<file path="config.mk">
export PLATFORM = sky130hd
export DESIGN_NAME = booth_step_counter_flat
export DESIGN_NICKNAME = d
export VERILOG_FILES = /design/src/rtl/booth_step_counter_pkg.sv /design/src/rtl/booth_step_counter_if.sv /design/src/rtl/booth_step_counter_sat_counter.sv /design/src/rtl/booth_step_counter.sv /design/src/flat_wrapper.sv
export SDC_FILE = /design/constraint.sdc
export NUM_CORES = 1
export LEC_CHECK = 0
export BUFFER_PORTS_ARGS = -buffer_cell sky130_fd_sc_hd__buf_2
export CAP_MARGIN = 0
export CORE_ASPECT_RATIO = 0.75
export CORE_MARGIN = 3
export CORE_UTILIZATION = 51
export CTS_CLUSTER_SIZE = 14
export DETAILED_ROUTE_END_ITERATION = 10
export PLACE_DENSITY = 0.76
export REMOVE_ABC_BUFFERS = 1
export SYNTH_ARGS = -nofsm -noshare
export SYNTH_HDL_FRONTEND = slang
export SYNTH_SLANG_ARGS = --single-unit
</file>
<file path="constraint.sdc">
create_clock -name clk -period 2.3 [get_ports clk]
set_input_delay 0.23 -clock clk [delete_from_list [all_inputs] [get_ports clk]]
set_output_delay 0.23 -clock clk [all_outputs]
set_load 0.03 [all_outputs]
</file>
<file path="src/rtl/booth_step_counter_pkg.sv">
// Shared definitions for the radix-8 Booth step sequencer.
//   state_e       : sequencer FSM states (IDLE, RUN)
//   MULT_BITS     : multiplier operand width the default sizing assumes
//   DEFAULT_WIDTH : default step-counter width, ceil(MULT_BITS/3)
package booth_pkg;

    typedef enum logic {
        IDLE = 1'b0,
        RUN  = 1'b1
    } state_e;

    localparam int MULT_BITS     = 12;
    localparam int DEFAULT_WIDTH = (MULT_BITS + 2) / 3;

endpackage

</file>
<file path="src/rtl/booth_step_counter_if.sv">
// Control/status bundle between the multiplier control FSM (master) and the
// step sequencer (slave).
//   clear, start, max_val, en        : master -> slave
//   count, busy, last, done, pass_cnt : slave -> master
//   state                             : slave -> master, FSM state for debug
// Handshake: a run is requested by holding start high for one cycle while
// busy is low; the request is accepted on that edge and busy rises after it.
// While busy is high, every cycle with en high is one step; the step taken
// while last is high is terminal and produces a one-cycle done pulse.
interface booth_step_counter_if
    import booth_pkg::*;
#(
    parameter int WIDTH  = DEFAULT_WIDTH,
    parameter int PASS_W = 8
);
    logic              clear;
    logic              start;
    logic [WIDTH-1:0]  max_val;
    logic              en;
    logic [WIDTH-1:0]  count;
    logic              busy;
    logic              last;
    logic              done;
    logic [PASS_W-1:0] pass_cnt;
    state_e            state;

    modport master (
        output clear, start, max_val, en,
        input  count, busy, last, done, pass_cnt, state
    );

    modport slave (
        input  clear, start, max_val, en,
        output count, busy, last, done, pass_cnt, state
    );
endinterface

</file>
<file path="src/rtl/booth_step_counter_sat_counter.sv">
// Saturating up-counter with synchronous clear.
//   clk, reset : clock, asynchronous active-high reset
//   clear      : synchronous return to zero (wins over inc)
//   inc        : add one, holding at all-ones once reached
//   value      : current count
module sat_counter #(
    parameter int W = 8
) (
    input  logic         clk,
    input  logic         reset,
    input  logic         clear,
    input  logic         inc,
    output logic [W-1:0] value
);
    localparam logic [W-1:0] ONE = 1;

    always_ff @(posedge clk or posedge reset) begin
        if (reset) begin
            value <= '0;
        end else if (clear) begin
            value <= '0;
        end else if (inc && (value != '1)) begin
            value <= value + ONE;
        end
    end
endmodule

</file>
<file path="src/rtl/booth_step_counter.sv">
// Iteration sequencer for the radix-8 Booth multiplier datapath. Counts
// partial-product steps from 0 to a terminal value latched at start, flags
// the terminal step (last) and pulses done on the cycle after it.
//   clk, reset : clock, asynchronous active-high reset
//   bus        : slave side of booth_step_counter_if (see interface header)
// AUTO_RESTART=1 keeps the sequencer in RUN after each terminal step,
// restarting at 0 with the same terminal value.
module booth_step_counter
    import booth_pkg::*;
#(
    parameter int WIDTH        = DEFAULT_WIDTH,
    parameter int PASS_W       = 8,
    parameter bit AUTO_RESTART = 1'b0
) (
    input  logic                 clk,
    input  logic                 reset,
    booth_step_counter_if.slave  bus
);
    localparam logic [WIDTH-1:0] ONE = 1;

    state_e           state_q, state_d;
    logic [WIDTH-1:0] count_q, count_d;
    logic [WIDTH-1:0] max_q,   max_d;
    logic             busy_q,  busy_d;
    logic             done_q,  done_d;
    logic             pass_inc;

    always_ff @(posedge clk or posedge reset) begin
        if (reset) begin
            state_q <= IDLE;
            count_q <= '0;
            max_q   <= '0;
            busy_q  <= 1'b0;
            done_q  <= 1'b0;
        end else begin
            state_q <= state_d;
            count_q <= count_d;
            max_q   <= max_d;
            busy_q  <= busy_d;
            done_q  <= done_d;
        end
    end

    always_comb begin
        state_d  = state_q;
        count_d  = count_q;
        max_d    = max_q;
        busy_d   = busy_q;
        done_d   = 1'b0;
        pass_inc = 1'b0;

        if (bus.clear) begin
            state_d = IDLE;
            count_d = '0;
            busy_d  = 1'b0;
        end else begin
            case (state_q)
                IDLE: begin
                    // en is deliberately ignored here, even alongside start.
                    if (bus.start) begin
                        state_d = RUN;
                        count_d = '0;
                        max_d   = bus.max_val;
                        busy_d  = 1'b1;
                    end
                end
                RUN: begin
                    // start is ignored in RUN, terminal cycle included.
                    if (bus.en) begin
                        if (count_q == max_q) begin
                            done_d   = 1'b1;
                            count_d  = '0;
                            pass_inc = 1'b1;
                            if (!AUTO_RESTART) begin
                                state_d = IDLE;
                                busy_d  = 1'b0;
                            end
                        end else begin
                            count_d = count_q + ONE;
                        end
                    end
                end
                default: begin
                    state_d = IDLE;
                    busy_d  = 1'b0;
                end
            endcase
        end
    end

    sat_counter #(.W(PASS_W)) u_pass_cnt (
        .clk   (clk),
        .reset (reset),
        .clear (bus.clear),
        .inc   (pass_inc),
        .value (bus.pass_cnt)
    );

    assign bus.count = count_q;
    assign bus.busy  = busy_q;
    assign bus.done  = done_q;
    assign bus.state = state_q;
    assign bus.last  = busy_q && (count_q == max_q);
endmodule

</file>
<file path="src/flat_wrapper.sv">
// flat-port wrapper written by rule: the top's interface ports become plain ports
module booth_step_counter_flat import booth_pkg::*;
#(
    parameter int WIDTH        = DEFAULT_WIDTH,
    parameter int PASS_W       = 8,
    parameter bit AUTO_RESTART = 1'b0
)
  (clk, reset, bus_clear, bus_start, bus_max_val, bus_en, bus_count, bus_busy, bus_last, bus_done, bus_pass_cnt, bus_state);
  booth_step_counter_if #(.WIDTH(WIDTH), .PASS_W(PASS_W)) bus_i ();
  input  logic clk;
  input  logic reset;
  input wire logic [$bits(bus_i.clear)-1:0] bus_clear;
  input wire logic [$bits(bus_i.start)-1:0] bus_start;
  input wire logic [$bits(bus_i.max_val)-1:0] bus_max_val;
  input wire logic [$bits(bus_i.en)-1:0] bus_en;
  output wire logic [$bits(bus_i.count)-1:0] bus_count;
  output wire logic [$bits(bus_i.busy)-1:0] bus_busy;
  output wire logic [$bits(bus_i.last)-1:0] bus_last;
  output wire logic [$bits(bus_i.done)-1:0] bus_done;
  output wire logic [$bits(bus_i.pass_cnt)-1:0] bus_pass_cnt;
  output wire logic [$bits(bus_i.state)-1:0] bus_state;
  assign bus_i.clear = bus_clear;
  assign bus_i.start = bus_start;
  assign bus_i.max_val = bus_max_val;
  assign bus_i.en = bus_en;
  assign bus_count = bus_i.count;
  assign bus_busy = bus_i.busy;
  assign bus_last = bus_i.last;
  assign bus_done = bus_i.done;
  assign bus_pass_cnt = bus_i.pass_cnt;
  assign bus_state = bus_i.state;
  booth_step_counter #(.WIDTH(WIDTH), .PASS_W(PASS_W), .AUTO_RESTART(AUTO_RESTART)) u_core (.clk(clk), .reset(reset), .bus(bus_i));
endmodule
</file>
## Yosys cells after proc, flatten, opt, wreduce, memory -nomap -nowiden

Index checks and enable logic that the tools add are counted.
Widths: inputs -> output; s select.

- Add/subtract/negate cells: 2
- Equal/unequal tests: 5
- Mux-type cells: 21
- Bitwise logic cells: 2
- Reduce and logical (&&, ||, !) cells: 6

Operator list:

| cell | number |
|---|---|
| $mux 4 | 4 |
| $mux 8 | 2 |
| $mux 1 | 12 |
| $ne 3x3->1 const B | 3 |
| $add 8x1->8 const B | 1 |
| $ne 8x8->1 const B | 1 |
| $pmux 4 s2 | 1 |
| $reduce_and 3->1 | 2 |
| $add 4x1->4 const B | 1 |
| $eq 4x4->1 | 1 |
| $pmux 1 s2 | 2 |
| $logic_and 1x1->1 | 2 |
| $not 1->1 | 2 |
| $reduce_and 2->1 | 1 |
| $reduce_bool 2->1 | 1 |

- Flip-flop bits (word level): 19
- Input bits: 9
- Logic and storage cells: 42

## Longest topological paths before layout

- Depth in word-level cells: 8
- Depth in mapped cells: 6
- Mapped depth without buffers: 6

## Modules after synthesis

A second synthesis with hierarchy kept.

- Cells, all modules: 99
- Area, all modules: 1061.0 µm²

Modules (own cells, without submodules):

| module | times used | cells an instance | area each (µm²) | seq. area each (µm²) |
|---|---|---|---|---|
| booth_step_counter | 1 | 50 | 556.8 | 275.3 |
| sat_counter | 1 | 49 | 504.2 | 200.2 |

## Worst setup path after synthesis

OpenSTA, ideal clock, no wires.

- Path type: reg-to-reg
- Start: reg u_core.count_q[3], in the netlist u_core.bus.count[3]
- End: reg u_core.u_pass_cnt.value[6]
- Library setup time: 0.128 ns
- Data arrival time: 1.855 ns
- Data required time: 2.172 ns
- Setup slack: 0.317 ns
- Cell stages (with the launch flop): 7
- Buffers on the path: 1
- Period minus slack after synthesis: 1.983 ns
- Path through: dfrtp_1 > xor2_1 > or4_1 > buf_6 > nor4_4 > xnor2_1 > nor2_1

- Longest elaborated chain between the ends: 7

Ends and longest elaborated chain:

| element | line | RTL |
|---|---|---|
| start, declared | booth_step_counter.sv:22 | `logic [WIDTH-1:0] count_q, count_d;` |
| start signal, assigned | booth_step_counter.sv:37 | `count_q <= count_d;` |
| $eq 4x4->1 | booth_step_counter.sv:70 | `if (count_q == max_q) begin` |
| $mux 1 | booth_step_counter.sv:70 |  |
| $mux 1 | booth_step_counter.sv:69 | `if (bus.en) begin` |
| $mux 1 | booth_step_counter.sv:57 | `case (state_q)` |
| $mux 1 | booth_step_counter.sv:52 | `if (bus.clear) begin` |
| $logic_and 1x1->1 | booth_step_counter_sat_counter.sv:22 | `end else if (inc && (value != '1)) begin` |
| $reduce_bool 2->1 (no source line) | n/a |  |
| end signal, assigned | booth_step_counter_sat_counter.sv:23 | `value <= value + ONE;` |
| end, declared | booth_step_counter_sat_counter.sv:13 | `output logic [W-1:0] value` |

Every way passes these cells.
A chain may end at the register's enable or synchronous reset.

## Worst setup path after layout

- Start: reg u_core.count_q[2], in the netlist u_core.bus.count[2]
- End: out bus_last

- Longest elaborated chain between the ends: 2

Ends and longest elaborated chain:

| element | line | RTL |
|---|---|---|
| $eq 4x4->1 | booth_step_counter.sv:103 | `assign bus.last = busy_q && (count_q == max_q);` |
| $logic_and 1x1->1 | booth_step_counter.sv:103 |  |
| end, declared | flat_wrapper.sv:18 | `output wire logic [$bits(bus_i.last)-1:0] bus_last;` |

Every way passes these cells.

==> metrics.md <==
| Metric | Value |
|---|---|
| Top post-synthesis cells by area | `dfrtp_1 (47%), mux2_2 (5.6%), nor2_1 (4.5%)` |
| CTS root buf | `clkbuf_4` |
| Worst EP arrival | `1.85 ns` |
| Remaining Overflow, GRT | `0` |
| GRT Resource Usage Total | `18.0%` |
| First DRT Iteration DRCs | `11` |
| Vias in the first global route | `703` |
| Routed vias | `763` |
| Setup_tns | `0 ns` |
| Fmax | `0.482 GHz` |
| Die height | `44.6 um` |
| Nets | `132` |
| Worst R2R Setup Slack | `0.29 ns` |
| Initial antenna violation count | `0` |
| First-pass GRT wire length | `3400 um` |
| Synthesis Warnings | `0` |
| Mapped Area | `1010 um^2` |
| Internal power | `0.461 mW` |
| Clock Path Buffers | `2` |
| Area growth, synth to finish | `15.2%` |
| Commonest non-fill, non-tap cell in the layout | `buf_2` |
| Post-synth top area share | `47.0%` |
| Synthesized instance count | `94` |
| Sw frac | `28.8%` |
| Worst Path Max Fanout | `6` |
| Row count | `13` |
| Data required time at the worst endpoint | `2.07 ns` |
| CTS tree | `done` |
| CTS Hold Buffers Added | `0` |
| Worst setup EP type | `output pin` |
| Layout cell share with drive strength beyond 1 | `32.5%` |
| XOR/XNOR Fraction of Synth Area | `9.41%` |
| RSZ-0062 raised after global routing | `false` |
| CP startpoint kind | `flip-flop` |
| Tcrit/Tclk final | `90.3%` |
| Die footprint | `2560 um^2` |
| Post-Synth Simple-Gate Area | `25.9%` |
| Peak supply drop | `0.401 mV` |
| Clock transition at path regs | `0.11 ns` |
| Max-Cap Viols | `0` |
| TritonRoute pass-1 iters | `4` |
| Slew Limit Fails | `0` |
| #FFs+latches synth | `19` |
| PostCTS Resize Cnt | `0` |
| Drt drc | `0` |
| Pre-CTS WS | `0.298 ns` |
| Leading area contributor after synthesis | `dfrtp_1` |
| Core area | `1810 um^2` |
| Routed wire length | `2070 um` |
| Starting Density | `56.0%` |
| Logic gate share of total power | `15.9%` |
| Worst-margin pin slew | `0.748 ns` |
| Sw power | `0.186 mW` |
| Critical path class | `reg2out` |
| Setup slack after layout | `0.224 ns` |
| Worst-Skew Late Latency | `0.30 ns` |
| Final setup fails | `0` |
| Status | `complete, no violations` |
| Max_slew headroom | `50.1%` |
| RePlAce Congestion | `0.771` |
| Mux contribution to synthesized area | `5.57%` |
| Post-route minimum period | `2.08 ns` |
| Detailed Place HPWL | `1580 um` |
| Hold Crit Class | `in2async` |
| Power per Cell Area | `556 nW/um^2` |
| Fin. Hold Viols | `0` |
| Die width | `57.4 um` |
| Avg WL per Cell | `14.6 um` |
| Cts bufs inserted | `3` |
| Post-synthesis cell type count | `34` |
| Compound-Gate Fraction of Synth Area | `6.93%` |
| CTS H-tree depth | `1` |
| Total Power | `0.647 mW` |
| Largest net degree at the start of global routing | `20` |
| Main combinational cell family by area after synthesis | `simple AND/OR/NAND/NOR gates` |
| Leakage power | `0.570 nW` |
| Adder-Cell Fraction of Synth Area | `2.48%` |
| Clk_skew | `0.00565 ns` |
| PortBufs | `24` |
| Ports | `25` |
| Seq/Total Area, Yosys | `47.0%` |
| Clock power share | `26.5%` |
| Num Clock Sinks | `19` |
| Avg Inst Size Synth | `10.8 um^2` |
| Via-to-Cell Ratio | `5.37` |
| Diodes inserted | `0` |
| Post-route ant nets | `0` |
| Hold slack | `0.0324 ns` |
| Most frequent cells in the layout | `buf_2 (24), dfrtp_1 (19), nor2_1 (12)` |
| Sequential cell fraction of total power | `57.6%` |
| Postcts setup bufs | `0` |
[per-layer routing]
layer / part of all wire (%) / vias to the layer above / global-route usage, %
li1: - / 382 / -
met1: 50 / 352 / 25.7
met2: 43 / 24 / 25.9
met3: 5.2 / 5 / 6.12
met4: 1.4 / 0 / 5.56
met5: 0 / - / 0
[stage by stage]
step | std cells | utilization [%] | area [um^2]
after floorplan | 92 | - | 991
after global placement | 138 | 63.1 | 1140
after detailed placement | 138 | 63.1 | 1140
after CTS | 142 | 64.5 | 1160
after global routing | 142 | 64.5 | 1160
final | 142 | 64.5 | 1160
[kinds of logic after synthesis]
group,count (synthesis)
XOR/XNOR,10
buffers and inverters,4
multiplexers,5
flip-flops,19
adder cells (fa/ha/maj),2
AND/OR/NAND/NOR,43
AO/OA/AOI/OAI,11
[final timing paths]
path                                      from                          to  cells after the start
min reg2reg                    u_core.bus.busy             u_core.bus.busy                      2
min in group clk                bus_max_val[3]             u_core.max_q[3]                      2
max reg2reg                u_core.bus.count[2]  u_core.u_pass_cnt.value[6]                      5
max                        u_core.bus.count[2]                    bus_last                      4
min                                      reset             u_core.bus.done                      2
max in group asynchronous                reset             u_core.bus.busy                      2
[cells in the mapped netlist]
cell type and n:
dfrtp_1 19, nor2_1 12, mux2_2 5, nand2_1 5, xor2_1 5, nand4_1 4, xnor2_1 4, a21oi_1 3
nor3_2 3, o21ai_0 3, and2_1 2, ha_1 2, inv_1 2, nand3_1 2, nand3b_1 2, nor2b_1 2
nor3_1 2, a211oi_1 1, a21o_1 1, a22o_1 1, and3_1 1, buf_6 1, dlygate4sd1_1 1, nand2b_1 1
nor4_2 1, nor4_4 1, nor4b_1 1, o2111ai_1 1, o21bai_1 1, or2_2 1, or2b_1 1, or3_1 1
or4_1 1, xor2_2 1
[power by group through the flow]
stage | Clock [mW] | Combinational, mW | Sequential, mW
floorplan | 0 | 0.0655 | 0.384
global placement | 0 | 0.101 | 0.378
detailed placement | 0 | 0.103 | 0.379
CTS | 0.179 | 0.103 | 0.373
global route | 0.195 | 0.113 | 0.375
finish | 0.171 | 0.103 | 0.373
[state kept, by name (all words and copies together), names as in the netlist]
register                 cells
u_core.bus.done              1
u_core.bus.busy              1
u_core.bus.state             1
u_core.bus.count             4
u_core.u_pass_cnt.value      8
u_core.max_q                 4
[critical path: stages (launching register included)]
cell	delay [ns]
dfrtp_1	0.45
xor2_1	0.20
nor4_2	0.49
and2_1	0.20
buf_2	0.19
[layout make-up]
cell class / instances / area, um^2
clock buffer: 4 / 26.3
fill: 148 / 641
inverter: 2 / 7.51
multi-input combinational: 71 / 508
sequential: 19 / 475
tap: 22 / 27.5
timing repair buffer: 24 / 120
Power figures use the tool's default switching activity.
